`src/rtl/mc_sequencer_pkg.sv`:
```
// Shared state encoding, opcode constants and branch rule for the multi-cycle sequencer.
package mc_sequencer_pkg;

    typedef enum logic [2:0] {
        ST_FETCH  = 3'd0,
        ST_DECODE = 3'd1,
        ST_EXEC   = 3'd2,
        ST_MEM    = 3'd3,
        ST_WB     = 3'd4,
        ST_HALTED = 3'd5,
        ST_FAULT  = 3'd6
    } state_t;

    localparam logic [5:0] OP_HALT = 6'h3F;

    function automatic logic branch_taken(
        input logic br_eq,
        input logic br_ne,
        input logic br_tz,
        input logic zero,
        input logic cout
    );
        return (br_eq & zero) | (br_ne & ~zero) | (br_tz & ~cout & ~zero);
    endfunction

endpackage

```
`src/rtl/mc_ack_timer.sv`:
```
// Counts consecutive cycles spent waiting for a memory ack; flags the TIMEOUT-th one.
module mc_ack_timer #(
    parameter int TIMEOUT = 16
) (
    input  logic clk,
    input  logic arst_n,
    input  logic clear,
    input  logic tick,
    output logic expired
);

    generate
        if (TIMEOUT == 0) begin : g_off
            logic unused_timer_inputs;
            assign unused_timer_inputs = &{1'b0, clk, arst_n, clear, tick};
            assign expired = 1'b0;
        end else begin : g_on
            localparam int CW = (TIMEOUT < 2) ? 1 : $clog2(TIMEOUT + 1);
            logic [CW-1:0] count_reg;

            always_ff @(posedge clk or negedge arst_n) begin
                if (!arst_n) begin
                    count_reg <= '0;
                end else if (clear) begin
                    count_reg <= '0;
                end else if (tick) begin
                    count_reg <= count_reg + CW'(1);
                end
            end

            // Fires during the TIMEOUT-th ack-less cycle; an ack that cycle suppresses tick.
            assign expired = tick && (count_reg == CW'(TIMEOUT - 1));
        end
    endgenerate

endmodule

```
`src/rtl/mc_sequencer.sv`:
```
// FETCH/DECODE/EXEC/MEM/WB sequencer owning PC and IR, with halt, ack timeout and perf counters.
module mc_sequencer
    import mc_sequencer_pkg::*;
#(
    parameter int               XLEN     = 32,
    parameter logic [XLEN-1:0]  PC_RESET = '0,
    parameter int               TIMEOUT  = 16,
    parameter int               CNT_W    = 32
) (
    input  logic             clk,
    input  logic             arst_n,
    output logic             imem_req,
    output logic [XLEN-1:0]  imem_addr,
    input  logic             imem_ack,
    input  logic [31:0]      imem_rdata,
    output logic             dmem_req,
    output logic             dmem_we,
    input  logic             dmem_ack,
    input  logic             cu_mem_read,
    input  logic             cu_mem_write,
    input  logic             cu_reg_write,
    input  logic             cu_br_eq,
    input  logic             cu_br_ne,
    input  logic             cu_br_tz,
    input  logic             alu_zero,
    input  logic             alu_cout,
    output logic [31:0]      ir,
    output logic [XLEN-1:0]  pc,
    output logic             reg_we,
    output logic             retire,
    output logic [2:0]       state,
    output logic             halted,
    output logic             fault,
    output logic [CNT_W-1:0] cyc_cnt,
    output logic [CNT_W-1:0] ret_cnt
);

    state_t           state_reg, state_next;
    logic [XLEN-1:0]  pc_reg, pc_next;
    logic [31:0]      ir_reg, ir_next;
    logic [CNT_W-1:0] cyc_reg, ret_reg;
    logic             fetch_active, mem_active, reg_we_c, retire_c;
    logic             wait_state, ack_now, expired;
    logic [XLEN-1:0]  pc_plus4, br_off;
    logic             is_branch;

    assign pc_plus4  = pc_reg + XLEN'(4);
    assign br_off    = XLEN'($signed({ir_reg[15:0], 2'b00}));
    assign is_branch = cu_br_eq | cu_br_ne | cu_br_tz;

    assign wait_state = (state_reg == ST_FETCH) || (state_reg == ST_MEM);
    assign ack_now    = (state_reg == ST_FETCH) ? imem_ack : dmem_ack;

    mc_ack_timer #(
        .TIMEOUT (TIMEOUT)
    ) u_ack_timer (
        .clk     (clk),
        .arst_n  (arst_n),
        .clear   (~wait_state | ack_now),
        .tick    (wait_state & ~ack_now),
        .expired (expired)
    );

    always_comb begin
        state_next   = state_reg;
        pc_next      = pc_reg;
        ir_next      = ir_reg;
        fetch_active = 1'b0;
        mem_active   = 1'b0;
        reg_we_c     = 1'b0;
        retire_c     = 1'b0;
        case (state_reg)
            ST_FETCH: begin
                fetch_active = 1'b1;
                if (imem_ack) begin
                    ir_next    = imem_rdata;
                    state_next = ST_DECODE;
                end else if (expired) begin
                    state_next = ST_FAULT;
                end
            end
            ST_DECODE: begin
                state_next = (ir_reg[31:26] == OP_HALT) ? ST_HALTED : ST_EXEC;
            end
            ST_EXEC: begin
                if (is_branch) begin
                    pc_next    = branch_taken(cu_br_eq, cu_br_ne, cu_br_tz, alu_zero, alu_cout)
                               ? pc_plus4 + br_off : pc_plus4;
                    retire_c   = 1'b1;
                    state_next = ST_FETCH;
                end else if (cu_mem_read || cu_mem_write) begin
                    state_next = ST_MEM;
                end else if (cu_reg_write) begin
                    state_next = ST_WB;
                end else begin
                    pc_next    = pc_plus4;
                    retire_c   = 1'b1;
                    state_next = ST_FETCH;
                end
            end
            ST_MEM: begin
                mem_active = 1'b1;
                // Read+write together behaves as a store: no writeback.
                if (dmem_ack) begin
                    if (cu_mem_write) begin
                        pc_next    = pc_plus4;
                        retire_c   = 1'b1;
                        state_next = ST_FETCH;
                    end else begin
                        state_next = ST_WB;
                    end
                end else if (expired) begin
                    state_next = ST_FAULT;
                end
            end
            ST_WB: begin
                reg_we_c   = 1'b1;
                pc_next    = pc_plus4;
                retire_c   = 1'b1;
                state_next = ST_FETCH;
            end
            ST_HALTED: state_next = ST_HALTED;
            ST_FAULT:  state_next = ST_FAULT;
            default:   state_next = ST_FAULT;
        endcase
    end

    always_ff @(posedge clk or negedge arst_n) begin
        if (!arst_n) begin
            state_reg <= ST_FETCH;
            pc_reg    <= PC_RESET;
            ir_reg    <= '0;
            cyc_reg   <= '0;
            ret_reg   <= '0;
        end else begin
            state_reg <= state_next;
            pc_reg    <= pc_next;
            ir_reg    <= ir_next;
            if ((state_reg != ST_HALTED) && (state_reg != ST_FAULT) && !(&cyc_reg)) begin
                cyc_reg <= cyc_reg + CNT_W'(1);
            end
            if (retire_c && !(&ret_reg)) begin
                ret_reg <= ret_reg + CNT_W'(1);
            end
        end
    end

    // Requests are gated by reset so they fall the moment reset asserts.
    assign imem_req  = fetch_active & arst_n;
    assign dmem_req  = mem_active & arst_n;
    assign dmem_we   = mem_active & cu_mem_write & arst_n;
    assign imem_addr = pc_reg;
    assign pc        = pc_reg;
    assign ir        = ir_reg;
    assign reg_we    = reg_we_c;
    assign retire    = retire_c;
    assign state     = state_reg;
    assign halted    = (state_reg == ST_HALTED);
    assign fault     = (state_reg == ST_FAULT);
    assign cyc_cnt   = cyc_reg;
    assign ret_cnt   = ret_reg;

endmodule

```
`config.mk`:
```
export PLATFORM = sky130hd
export DESIGN_NAME = mc_sequencer
export DESIGN_NICKNAME = d
export VERILOG_FILES = /design/src/rtl/mc_sequencer_pkg.sv /design/src/rtl/mc_ack_timer.sv /design/src/rtl/mc_sequencer.sv
export SDC_FILE = /design/constraint.sdc
export NUM_CORES = 1
export LEC_CHECK = 0
export ABC_CLOCK_PERIOD_IN_PS = 4800
export BUFFER_PORTS_ARGS = -buffer_cell sky130_fd_sc_hd__buf_2
export CORE_AREA = 2 2 129 131
export DETAILED_ROUTE_END_ITERATION = 10
export DIE_AREA = 0 0 131 133
export MAX_ROUTING_LAYER = met4
export PLACE_DENSITY = 0.88
export SETUP_SLACK_MARGIN = 0.05
export SYNTH_ARGS = -nofsm -noshare
export SYNTH_HDL_FRONTEND = slang
export SYNTH_SLANG_ARGS = --single-unit
```
`constraint.sdc`:
```
create_clock -name clk -period 4.8 [get_ports clk]
set_clock_uncertainty 0.15 [all_clocks]
set_input_delay 0.24 -clock clk [delete_from_list [all_inputs] [get_ports clk]]
set_output_delay 0.24 -clock clk [all_outputs]
set_load 0.02 [all_outputs]
```
## After elaboration in Yosys (flattened, before gate mapping)

Index checks and enable logic that the tools add are counted.

- Add/sub/neg operators: 5
- Equal/unequal tests: 14
- Muxes and demuxes: 28
- Bitwise gates (word level): 18
- Reductions and logical operators: 15

Operators by type and width:

| operator | count |
|---|---|
| $mux 32 | 6 |
| $pmux 32 s3 | 1 |
| $add 32x1->32 const B | 2 |
| $reduce_and 32->1 | 2 |
| $add 32x3->32 const B | 1 |
| $add 32x32->32 | 1 |
| $mux 3 | 8 |
| $pmux 3 s6 | 1 |
| $ne 3x3->1 const B | 4 |
| $mux 5 | 2 |
| $and 1x1->1 | 9 |
| $eq 3x3->1 const B | 3 |
| $mux 1 | 9 |
| $eq 3x2->1 const B | 2 |
| $eq 6x6->1 const B | 1 |
| $add 5x1->5 const B | 1 |
| $eq 5x4->1 const B | 1 |
| $or 1x1->1 | 5 |
| $reduce_and 5->1 | 1 |
| $logic_and 1x1->1 | 4 |
| $ne 2x2->1 const B | 2 |
| $not 1->1 | 4 |
| $eq 3x1->1 const B | 1 |
| $logic_not 3->1 | 1 |
| 6 further kinds | 8 |

- Register bits: 136
- Bits of input ports: 44
- Output and inout port bits: 170
- Logic and storage cells: 86

## Longest topological paths before layout

Gate-level depths: netlist of run 1.

- Depth in word-level cells: 8
- Gate-level depth with buffers: 16
- Depth with buffers taken out: 16

## Modules after synthesis

From an unflattened synthesis of run 1, not the netlist that was laid out.

- Cells, all modules: 902
- Area total of the unflattened synthesis: 8555.7 um^2

By module, submodules not included:

| module | instances | cells each | area an instance (um^2) | sequential area each (um^2) |
|---|---|---|---|---|
| mc_sequencer | 1 | 878 | 8270.4 | 3228.1 |
| mc_ack_timer | 1 | 24 | 285.3 | 125.1 |

## Worst setup path after synthesis of run 1

No wires, ideal clock.

- Path type: register to register
- Start: register pc_reg[9], in the netlist imem_addr[9]
- End: register pc_reg[31], in the netlist imem_addr[31]
- Setup time: 0.143 ns
- Data arrival time: 3.465 ns
- Required time: 4.507 ns
- Setup slack: 1.043 ns
- Stages on the path, launching flop included: 16
- Path buffers: 0
- Period minus slack after synthesis: 3.757 ns
- Cells stage by stage: dfrtp_1 -> nand3_2 -> nor2_2 -> nand4_2 -> or3_1 -> nor2_1 -> xor2_1 -> ha_1 -> nand4_1 -> nor2_1 -> or4b_2 -> a31oi_1 -> a21oi_1 -> o21ai_0 -> a41o_1 -> nand4_1

- Word-level cells in the longest chain between the ends: 5
- Elaborated cells between the ends (all ways): 9
- Those cells by class: add/sub: 2; mux: 7

RTL lines:

| element | line | text |
|---|---|---|
| start, declared | mc_sequencer.sv:39 | `logic [XLEN-1:0] pc_reg, pc_next;` |
| start signal, assigned | mc_sequencer.sv:137 | `pc_reg <= pc_next;` |
| $add 32x3->32 * | mc_sequencer.sv:47 | `assign pc_plus4 = pc_reg + XLEN'(4);` |
| $add 32x32->32 or $mux 32 (tied branches) | mc_sequencer.sv:88, mc_sequencer.sv:93 |  |
| $mux 32, on equally long branches | mc_sequencer.sv:88, mc_sequencer.sv:91 |  |
| $mux 32 | mc_sequencer.sv:86 | `if (is_branch) begin` |
| $pmux 32 s3 * | mc_sequencer.sv:72 | `case (state_reg)` |

Every way passes the cells marked *; elsewhere a longest branch is shown, timed or not. The select of a mux whose other input is x is not followed.
A chain may end at the register's enable or synchronous reset.

## Worst setup path after layout of run 1

- Start: register pc_reg[4], in the netlist imem_addr[4]
- End: register pc_reg[31], in the netlist imem_addr[31]

The elaborated chain is that of the path after synthesis.

==> results of run 1 <==
worst max path at each step:
stage,from,to,slack (ns),cells after the start
global placement,imem_addr[9]$_DFFE_PN0P_,imem_addr[31]$_DFFE_PN0P_,0.77,15
detailed placement,imem_addr[4]$_DFFE_PN0P_,imem_addr[31]$_DFFE_PN0P_,0.59,15
finish,imem_addr[4]$_DFFE_PN0P_,imem_addr[31]$_DFFE_PN0P_,0.48,15
global route,imem_addr[4]$_DFFE_PN0P_,imem_addr[31]$_DFFE_PN0P_,0.22,15
CTS,imem_addr[4]$_DFFE_PN0P_,imem_addr[31]$_DFFE_PN0P_,0.53,15
floorplan,imem_addr[9]$_DFFE_PN0P_,imem_addr[31]$_DFFE_PN0P_,1.04,15
layout by cell type, fill, tap and decap left out, types with 34 or more instances in the layout:
cell,count
nor2_1,85
buf_2,208
o21ai_0,41
nand3_1,38
dlygate4sd3_1,34
xor2_1,43
a21oi_1,52
nand2_1,87
xnor2_1,67
mux2_2,35
dfrtp_1,134
ha_1,41
stage by stage:
stage | utilization [%] | setup slack (ns)
2_1_floorplan | - | 1.043
3_3_place_gp | 58.76 | 0.7673
3_5_place_dp | 58.76 | 0.5901
4_1_cts | 64.29 | 0.5255
5_1_grt | 64.29 | 0.2246
6_report | 64.29 | 0.4756
metal layers:
metal | vias to the layer above | share of wire, % | track usage, %
met1 | 3713 | 41 | 34.19
li1 | 3625 | - | -
met3 | 75 | 7.4 | 6.672
met2 | 399 | 48 | 43.72
met4 | 0 | 3.8 | 12.29
met5 | - | 0 | -
power by group:
| part | leakage (nW) | switching [mW] | internal [mW] |
|---|---|---|---|
| Combinational | 3.01 | 2.88 | 1.83 |
| Clock | 0.260 | 0.517 | 0.713 |
| Sequential | 1.66 | 0.496 | 1.47 |
critical path, cell delays in order, from the launching register on:
cell     delay [ns]
dfrtp_1        0.47
nand3_1        0.20
nor2_1         0.23
nand2_1        0.15
nor2_1         0.29
nand2_1        0.18
xnor2_1        0.18
ha_1           0.39
nand4_1        0.14
nor2_1         0.15
or4b_2         0.61
a31oi_1        0.31
a21oi_1        0.17
o21ai_0        0.33
a41o_1         0.14
nand4_1        0.09
timing repair:
action / CTS / global route
hold endpoints to repair: 109 / 0
endpoints found under the setup margin: 0 / 0
hold buffers: 34 / 0
kinds of logic after synthesis:
logic type               share of synthesized area (%)
AND/OR/NAND/NOR                                  20.75
AO/OA/AOI/OAI                                    12.22
flip-flops                                       39.56
XOR/XNOR                                         11.37
buffers and inverters                            5.122
adder cells (fa/ha/maj)                          6.288
multiplexers                                     4.649
other                                          0.04424
layout make-up:
class                   count  area (µm²)
fillers                  1228        5774
well taps                 220       275.3
flip-flops and latches    134        3353
clock inverters            10       73.82
clock buffers              21       480.5
multi-input cells         702        4706
inverters                  19       71.32
repair buffers            249        1438
==> results.json, run 1 <==
{
  "status": "completed",
  "dieArea_um2": 17420,
  "fp.dieH_um": 133,
  "holdPathStages": 4,
  "clk_pin_slew_ns": 0.06,
  "die_x_um": 131,
  "cts_sinks": 134,
  "stdcell_count": 1355,
  "syn_to_final_growth_pct": 22.66,
  "syn_inst": 913,
  "synth.most_common_cell": "dfrtp_1",
  "fin_crit_sh_pct": 90.09,
  "hpwl_mm": 16.47,
  "core-area_um2": 16170,
  "dp.cells": 1290,
  "syn_area_um2": 8477,
  "drt-initial-drc-count": 598,
  "drv_slew": 0,
  "grt_max_degree": 81,
  "yosys_warnings": 0,
  "yosys-top-cells-count": "134 x dfrtp_1, 87 x nand2_1, 85 x nor2_1, 67 x xnor2_1, 52 x a21oi_1",
  "clock.fmax_mhz": 231.2,
  "design_area_um2": 10400,
  "antenna_cells": 0,
  "r2r_cells": 15,
  "overflow": 0,
  "synth-edff-count": 0,
  "async_reset_ff_share_pct": 100.0,
  "crit_arrival_ns": 4.45,
  "cts_root_buffer": "clkbuf_16",
  "worstSetupStartpointType": "flip-flop",
  "total_power_mw": 7.904,
  "ys_seq_area_share_pct": 39.56,
  "leakagePower_nw": 4.927,
  "drive_gt1_share_pct": 26.43,
  "synth_area_leaders": "dfrtp_1 40%, xnor2_1 6.9%, ha_1 6.1%",
  "synth_cell_type_count": 64,
  "tns_ns": 0,
  "row_count": 47,
  "hold_path.startpoint": "cu_mem_read",
  "reg2reg_slack_ns": 0.48,
  "route.detailed.drc": 0,
  "holdPathEnd": "state[2]$_DFF_PN0_",
  "r2r-end": "imem_addr[31]$_DFFE_PN0P_",
  "via_per_inst": 5.765,
  "cts_setup_buffers": 0,
  "vias": 7812,
  "cts_buffer_depth": 2,
  "crit_fanout": 9,
  "worstMarginPinSlew_ns": 1.007,
  "rr_startpoint": "imem_addr[4]$_DFFE_PN0P_",
  "cap_violations": 0,
  "hold_violations": 0,
  "grt_pass1_wl_mm": 37.29,
  "port-buffer-count": 209,
  "cts_made_buffers": 17,
  "cp_data_required_time_ns": 4.93,
  "place.gp.congestion": 0.9538,
  "cts-resized-gates": 0,
  "whs_ns": 0.02143,
  "grt_pass1_vias": 7584,
  "io_pins": 214,
  "ant_nets": 0,
  "dr.pass1.iters": 7,
  "hold_path.class": "input port to flip-flop",
  "clk_latency_ns": 0.42,
  "final-setup-viol-count": 0,
  "slew_headroom_pct": 32.89,
  "crit_path_end_kind": "flip-flop",
  "peakVddDrop_v": 0.0004661,
  "grt_antenna_before_repair": 0,
  "routedWlPerCell_um": 17.26,
  "tritoncts": "built",
  "ys.flop_type": "dfrtp_1",
  "synth_top_cell_area_share_pct": 39.56,
  "grt_use_total_pct": 27.91,
  "fin_nets": 1209,
  "avgSynthCellArea_um2": 9.285,
  "worst-setup-path-type": "flip-flop to flip-flop",
  "ys_ff_latch": 134,
  "rsz0062_at_grt": "no",
  "post_dp_cell_area_um2": 9503,
  "wirelength_mm": 23.38,
  "yosys.area.top_type": "dfrtp_1",
  "power.density_nw_per_um2": 760.1,
  "layout_min_cycle_time_ns": 4.324,
  "cts_htree_levels": 4,
  "start_util_pct": 52.42
}
No activity file was read; power rests on OpenSTA's default activity.
==> inputs of run 2 (changes only) <==
--- a/config.mk
+++ b/config.mk
@@ -12,6 +12,7 @@
 export DIE_AREA = 0 0 131 133
 export MAX_ROUTING_LAYER = met4
 export PLACE_DENSITY = 0.88
+export RECOVER_POWER = 100
 export SETUP_SLACK_MARGIN = 0.05
 export SYNTH_ARGS = -nofsm -noshare
 export SYNTH_HDL_FRONTEND = slang
==> run 2 against run 1 <==
  * The flow now finishes with violations (capacitance limit, slew limit)
  * Non-clock buffer count unchanged
  * First-iteration DRC count up 16%
  * Utilization down 1.8 points
  * Clock power about the same
  * Via count down 0.15%
  * Die area unchanged
  * Worst setup slack worse by 0.093 ns
  * Final cell count unchanged
  * Final area down 2.8%
  * Global-route usage unchanged
  * Wire length about the same
  * Sequential power about the same
  * Critical path type unchanged
  * Critical endpoint is now imem_addr[28]$_DFFE_PN0P_
==> results.json, run 2 (synthesis results as in run 1) <==
{
  "final-setup-viol-count": 0,
  "intPower_mw": 3.882,
  "worstMarginPinSlew_ns": 1.982,
  "hold_path.class": "input port to flip-flop",
  "cap_violations": 3,
  "drive_gt1_share_pct": 10.93,
  "fp.dieH_um": 133,
  "io_pins": 214,
  "crit_arrival_ns": 4.55,
  "leakagePower_nw": 4.377,
  "fin_crit_sh_pct": 92.02,
  "clk_pin_slew_ns": 0.06,
  "hold_violations": 0,
  "cts_buffer_depth": 2,
  "dieArea_um2": 17420,
  "cts_root_buffer": "clkbuf_16",
  "whs_ns": 0.02382,
  "violations": "capacitance limit, slew limit",
  "clock.fmax_mhz": 226.4,
  "syn_to_final_growth_pct": 19.25,
  "ant_nets": 0,
  "switching_share_pct": 49.96,
  "power.density_nw_per_um2": 767.6,
  "grt_use_total_pct": 27.91,
  "mostFrequentLayoutCell": "clkbuf_1",
  "status": "complete, but fails checks",
  "grt_pass1_wl_mm": 37.29,
  "final_cell_mix": "168 x clkbuf_1, 134 x dfrtp_1, 87 x nand2_1, 86 x nor2_1, 67 x xnor2_1",
  "place.gp.congestion": 0.9538,
  "crit_path_end_kind": "flip-flop",
  "layout_min_cycle_time_ns": 4.417,
  "overflow": 0,
  "peakVddDrop_v": 0.0004503,
  "place_ws_ns": 0.5901,
  "core-area_um2": 16170,
  "grt_antenna_before_repair": 0,
  "routedWlPerCell_um": 17.25,
  "fin_nets": 1209,
  "worstSetupStartpointType": "flip-flop",
  "post_dp_cell_area_um2": 9503,
  "p_clk_share_pct": 15.8,
  "cp_data_required_time_ns": 4.93,
  "crit_fanout": 9,
  "vias": 7800,
  "cts_htree_levels": 4,
  "timing.final.ws_setup_ns": 0.3830,
  "design_area_um2": 10110,
  "dr.pass1.iters": 6,
  "p_sw_mw": 3.877,
  "combinationalPowerShare_pct": 58.7,
  "start_util_pct": 52.42,
  "clk_latency_ns": 0.42,
  "slew_headroom_pct": -32.16,
  "hpwl_mm": 16.47,
  "via_per_inst": 5.756,
  "grt_pass1_vias": 7584,
  "worst-setup-path-type": "flip-flop to flip-flop",
  "cts_sinks": 134,
  "tritoncts": "built",
  "route.detailed.drc": 0,
  "antenna_cells": 0,
  "p_seq_share_pct": 25.5,
  "grt_max_degree": 81,
  "wirelength_mm": 23.38,
  "drv_slew": 152,
  "die_x_um": 131,
  "row_count": 47,
  "cts_made_buffers": 17,
  "tns_ns": 0,
  "drt-initial-drc-count": 694,
  "port-buffer-count": 209,
  "rsz0062_at_grt": "no"
}
==> run 2: layer usage <==
layer	part of all wire, %	vias to the layer above	GRT usage, %
li1	-	3632	-
met1	40	3681	34.19
met2	48	408	43.72
met3	7.6	79	6.672
met4	4.0	0	12.29
met5	0	-	-
==> run 2: final cells by class <==
class | instances | area [µm²]
Clock inverter | 10 | 73.82
Inverter | 19 | 71.32
Sequential cell | 134 | 3353
Clock buffer | 21 | 480.5
Fill cell | 1356 | 6063
Multi-Input combinational cell | 702 | 4643
Tap cell | 220 | 275.3
Timing Repair Buffer | 249 | 1211
==> run 2: metrics by stage <==
stage | cells | power [mW] | util (%)
floorplan | 916 | 5.404 | -
global placement | 1290 | 6.412 | 58.76
detailed placement | 1290 | 6.525 | 58.76
CTS | 1355 | 7.811 | 64.29
global route | 1355 | 8.315 | 62.51
finish | 1355 | 7.759 | 62.51
==> run 2: final timing paths <==
check	from	slack, ns	cells past startpoint	end
worst max-delay path	imem_addr[4]$_DFFE_PN0P_	0.38	16	imem_addr[28]$_DFFE_PN0P_
worst min-delay path	cu_mem_read	0.02	4	state[2]$_DFF_PN0_
worst max register to register	imem_addr[4]$_DFFE_PN0P_	0.38	16	imem_addr[28]$_DFFE_PN0P_
worst min register to register	u_ack_timer.g_on.count_reg[0]$_DFF_PN0_	0.32	1	u_ack_timer.g_on.count_reg[0]$_DFF_PN0_
max in group asynchronous	arst_n	1.45	3	cyc_cnt[8]$_DFFE_PN0P_
min in group asynchronous	arst_n	0.77	2	imem_addr[12]$_DFFE_PN0P_
==> run 2: power groups by stage <==
stage          combinational, mW  clock (mW)  sequential (mW)
6_report                    4.55        1.23             1.98
4_1_cts                     4.62        1.24             1.95
2_1_floorplan               3.16           0             2.25
3_5_place_dp                4.56           0             1.97
5_1_grt                     4.99        1.29             2.04
3_3_place_gp                4.48           0             1.94
==> run 2: critical path, stage by stage, from the launching register on <==
cell	delay (ns)
dfrtp_1	0.49
nand3_1	0.20
nor2_1	0.23
nand2_1	0.14
nor3_1	0.74
nand2_1	0.18
xnor2_1	0.32
ha_1	0.33
a21o_1	0.18
o21bai_1	0.19
a21o_1	0.19
a21o_1	0.19
a21o_1	0.19
a21oi_1	0.19
nor2b_1	0.15
mux2_2	0.17
a221oi_2	0.06
==> run 2: timing repair <==
item / CTS / global route
buffers inserted: 0 / 0
hold buffers: 34 / 0
hold endpoints to repair: 109 / 0
gates resized for setup: 0 / 0
==> inputs of run 3 (changes only) <==
--- a/config.mk
+++ b/config.mk
@@ -5,13 +5,14 @@
 export SDC_FILE = /design/constraint.sdc
 export NUM_CORES = 1
 export LEC_CHECK = 0
-export ABC_CLOCK_PERIOD_IN_PS = 4800
+export ABC_CLOCK_PERIOD_IN_PS = 3700
 export BUFFER_PORTS_ARGS = -buffer_cell sky130_fd_sc_hd__buf_2
-export CORE_AREA = 2 2 129 131
+export CAP_MARGIN = 20
+export CORE_AREA = 2 2 135 137
 export DETAILED_ROUTE_END_ITERATION = 10
-export DIE_AREA = 0 0 131 133
+export DIE_AREA = 0 0 137 139
 export MAX_ROUTING_LAYER = met4
-export PLACE_DENSITY = 0.88
+export PLACE_DENSITY = 0.85
 export RECOVER_POWER = 100
 export SETUP_SLACK_MARGIN = 0.05
 export SYNTH_ARGS = -nofsm -noshare
==> constraint.sdc (replaced) <==
create_clock -name clk -period 3.7 [get_ports clk]
set_clock_uncertainty 0.15 [all_clocks]
set_input_delay 0.185 -clock clk [delete_from_list [all_inputs] [get_ports clk]]
set_output_delay 0.185 -clock clk [all_outputs]
set_load 0.02 [all_outputs]
==> run 3 against run 2 <==
  * The run still ends with capacitance limit, slew limit left
  * Register-to-register slack worse by 0.26 ns
  * Worst hold slack improved by 0.018 ns
  * Fmax is 24% higher
  * Sequential share of layout area down 2.3 points
  * First-iteration DRC count decreased by 28%
  * Clock-buffer cell count up 2
  * Critical path depth down 3
  * Combinational power up 51%
  * Via count increased by 1.5%
==> results.json, run 3 (synthesis results as in run 1) <==
{
  "dp.cells": 1339,
  "fin_crit_sh_pct": 96.57,
  "route.detailed.drc": 0,
  "worstSetupStartpointType": "flip-flop",
  "crit_path_top_delay_cell": "or4_4",
  "via_per_inst": 5.588,
  "tns_ns": 0,
  "cp_slowest_stage_delay_ns": 0.60,
  "holdPathEnd": "state[0]$_DFF_PN0_",
  "dieArea_um2": 19040,
  "crit_fanout": 10,
  "clk_pin_slew_ns": 0.06,
  "cts_buffer_depth": 2,
  "row_count": 49,
  "syn_to_final_growth_pct": 28.41,
  "cts_made_buffers": 17,
  "worst-setup-path-type": "flip-flop to flip-flop",
  "antenna_cells": 0,
  "status": "complete, but fails checks",
  "rr_startpoint": "imem_addr[2]$_DFFE_PN0P_",
  "io_pins": 214,
  "final_cell_mix": "163 x clkbuf_1, 125 x dfrtp_1, 85 x nand2_1, 81 x nor2_1, 61 x xnor2_1",
  "cap_violations": 2,
  "hpwl_mm": 16.82,
  "hold_path.class": "input port to flip-flop",
  "drive_gt1_share_pct": 19.36,
  "drv_slew": 64,
  "grt_antenna_before_repair": 0,
  "whs_ns": 0.04175,
  "final-setup-viol-count": 0,
  "dr.pass1.iters": 5,
  "timing.final.ws_setup_ns": 0.1270,
  "crit_arrival_ns": 3.75,
  "stdcell_count": 1417,
  "place_ws_ns": -0.01242,
  "reg2reg_slack_ns": 0.13,
  "layout_min_cycle_time_ns": 3.573,
  "fp.dieH_um": 139,
  "vias": 7918,
  "r2r_cells": 13,
  "startpoint": "imem_addr[2]$_DFFE_PN0P_",
  "peakVddDrop_v": 0.0005074,
  "slew_headroom_pct": -37.56,
  "fin_nets": 1261,
  "tritoncts": "built",
  "overflow": 0,
  "ant_nets": 0,
  "clock.fmax_mhz": 279.9,
  "mostFrequentLayoutCell": "clkbuf_1",
  "holdPathStages": 4,
  "core-area_um2": 17660,
  "grt_pass1_vias": 7780,
  "grt_max_degree": 61,
  "fill_cells": 1460,
  "place.gp.congestion": 0.9433,
  "cp_data_required_time_ns": 3.88,
  "violations": "capacitance limit, slew limit",
  "drt-initial-drc-count": 498,
  "worstMarginPinSlew_ns": 2.063,
  "cts_root_buffer": "clkbuf_16",
  "leakagePower_nw": 4.725,
  "wirelength_mm": 23.89,
  "die_x_um": 137,
  "total_power_mw": 11.12,
  "power.density_nw_per_um2": 1022,
  "port-buffer-count": 209,
  "start_util_pct": 48.01,
  "cts_sinks": 134,
  "grt_pass1_wl_mm": 37.96,
  "crit_path_end_kind": "flip-flop",
  "hold_violations": 0,
  "routedWlPerCell_um": 16.86,
  "path_cells": "ha_1 > nand3_2 > buf_4 > or4_4 > xnor2_1 > ha_4 > nand2_1 > nor2_1 > and3_1 > o211a_1 > a41oi_2 > mux2_2 > a221oi_2",
  "hold_path.startpoint": "dmem_ack",
  "r2r-end": "imem_addr[28]$_DFFE_PN0P_",
  "clk_latency_ns": 0.42,
  "grt_use_total_pct": 25.65,
  "cts_htree_levels": 4
}
## run 3: critical path: cells and delay by family (launching register included)
| kind | cells | cell delay (ns) |
|---|---|---|
| xor gates and xnor gates | 1 | 0.26 |
| buffers and inverters | 1 | 0.18 |
| DFF | 1 | 0.44 |
| and+or+nand+nor | 5 | 1.08 |
| adders and majority gates | 2 | 0.50 |
| muxes | 1 | 0.36 |
| AOI/OAI and AO/OA | 3 | 0.53 |
## run 3: through the flow
stage               util [%]  instance area [µm²]
floorplan                  -                 8498
global placement       55.64                 9824
detailed placement     55.64                 9824
CTS                    61.39                10840
global route           61.65                10890
finish                 61.65                10890
## run 3: how the worst max path moves through the flow
stage,to,depth (start not counted)
floorplan,imem_addr[25]$_DFFE_PN0P_,15
global route,imem_addr[29]$_DFFE_PN0P_,13
global placement,imem_addr[28]$_DFFE_PN0P_,11
CTS,imem_addr[28]$_DFFE_PN0P_,17
detailed placement,imem_addr[28]$_DFFE_PN0P_,11
finish,imem_addr[28]$_DFFE_PN0P_,13
## run 3: cell type report
type / instances / area (µm²) / share of cell area, %
sequential: 134 / 3364 / 30.91
inverter: 19 / 71.32 / 0.6552
clock inverter: 9 / 115.1 / 1.057
tap: 229 / 286.5 / 2.632
timing repair buffer: 301 / 1615 / 14.84
clock buffer: 23 / 498.0 / 4.575
multi-input combinational: 702 / 4935 / 45.33
## run 3: metal layers
| layer | vias up | track usage (%) | wire length [µm] |
|---|---|---|---|
| li1 | 3730 | - | - |
| met5 | - | - | 0 |
| met2 | 352 | 41.71 | 11970 |
| met3 | 50 | 5.227 | 1630 |
| met4 | 0 | 9.441 | 541 |
| met1 | 3786 | 31.37 | 9748 |
## run 3: what timing repair did
item                       4_1_cts  5_1_grt
resized for setup                7       52
hold buffers                    36        0
setup endpoints to repair        5       11
pin swaps                        2       18
hold endpoints to repair        78        0
setup buffers                    1        9
## run 3: power breakdown
part           internal (mW)  switching [mW]
Combinational           2.77            4.12
Sequential              1.92           0.568
Clock                   1.09           0.654
Total                   5.78            5.35
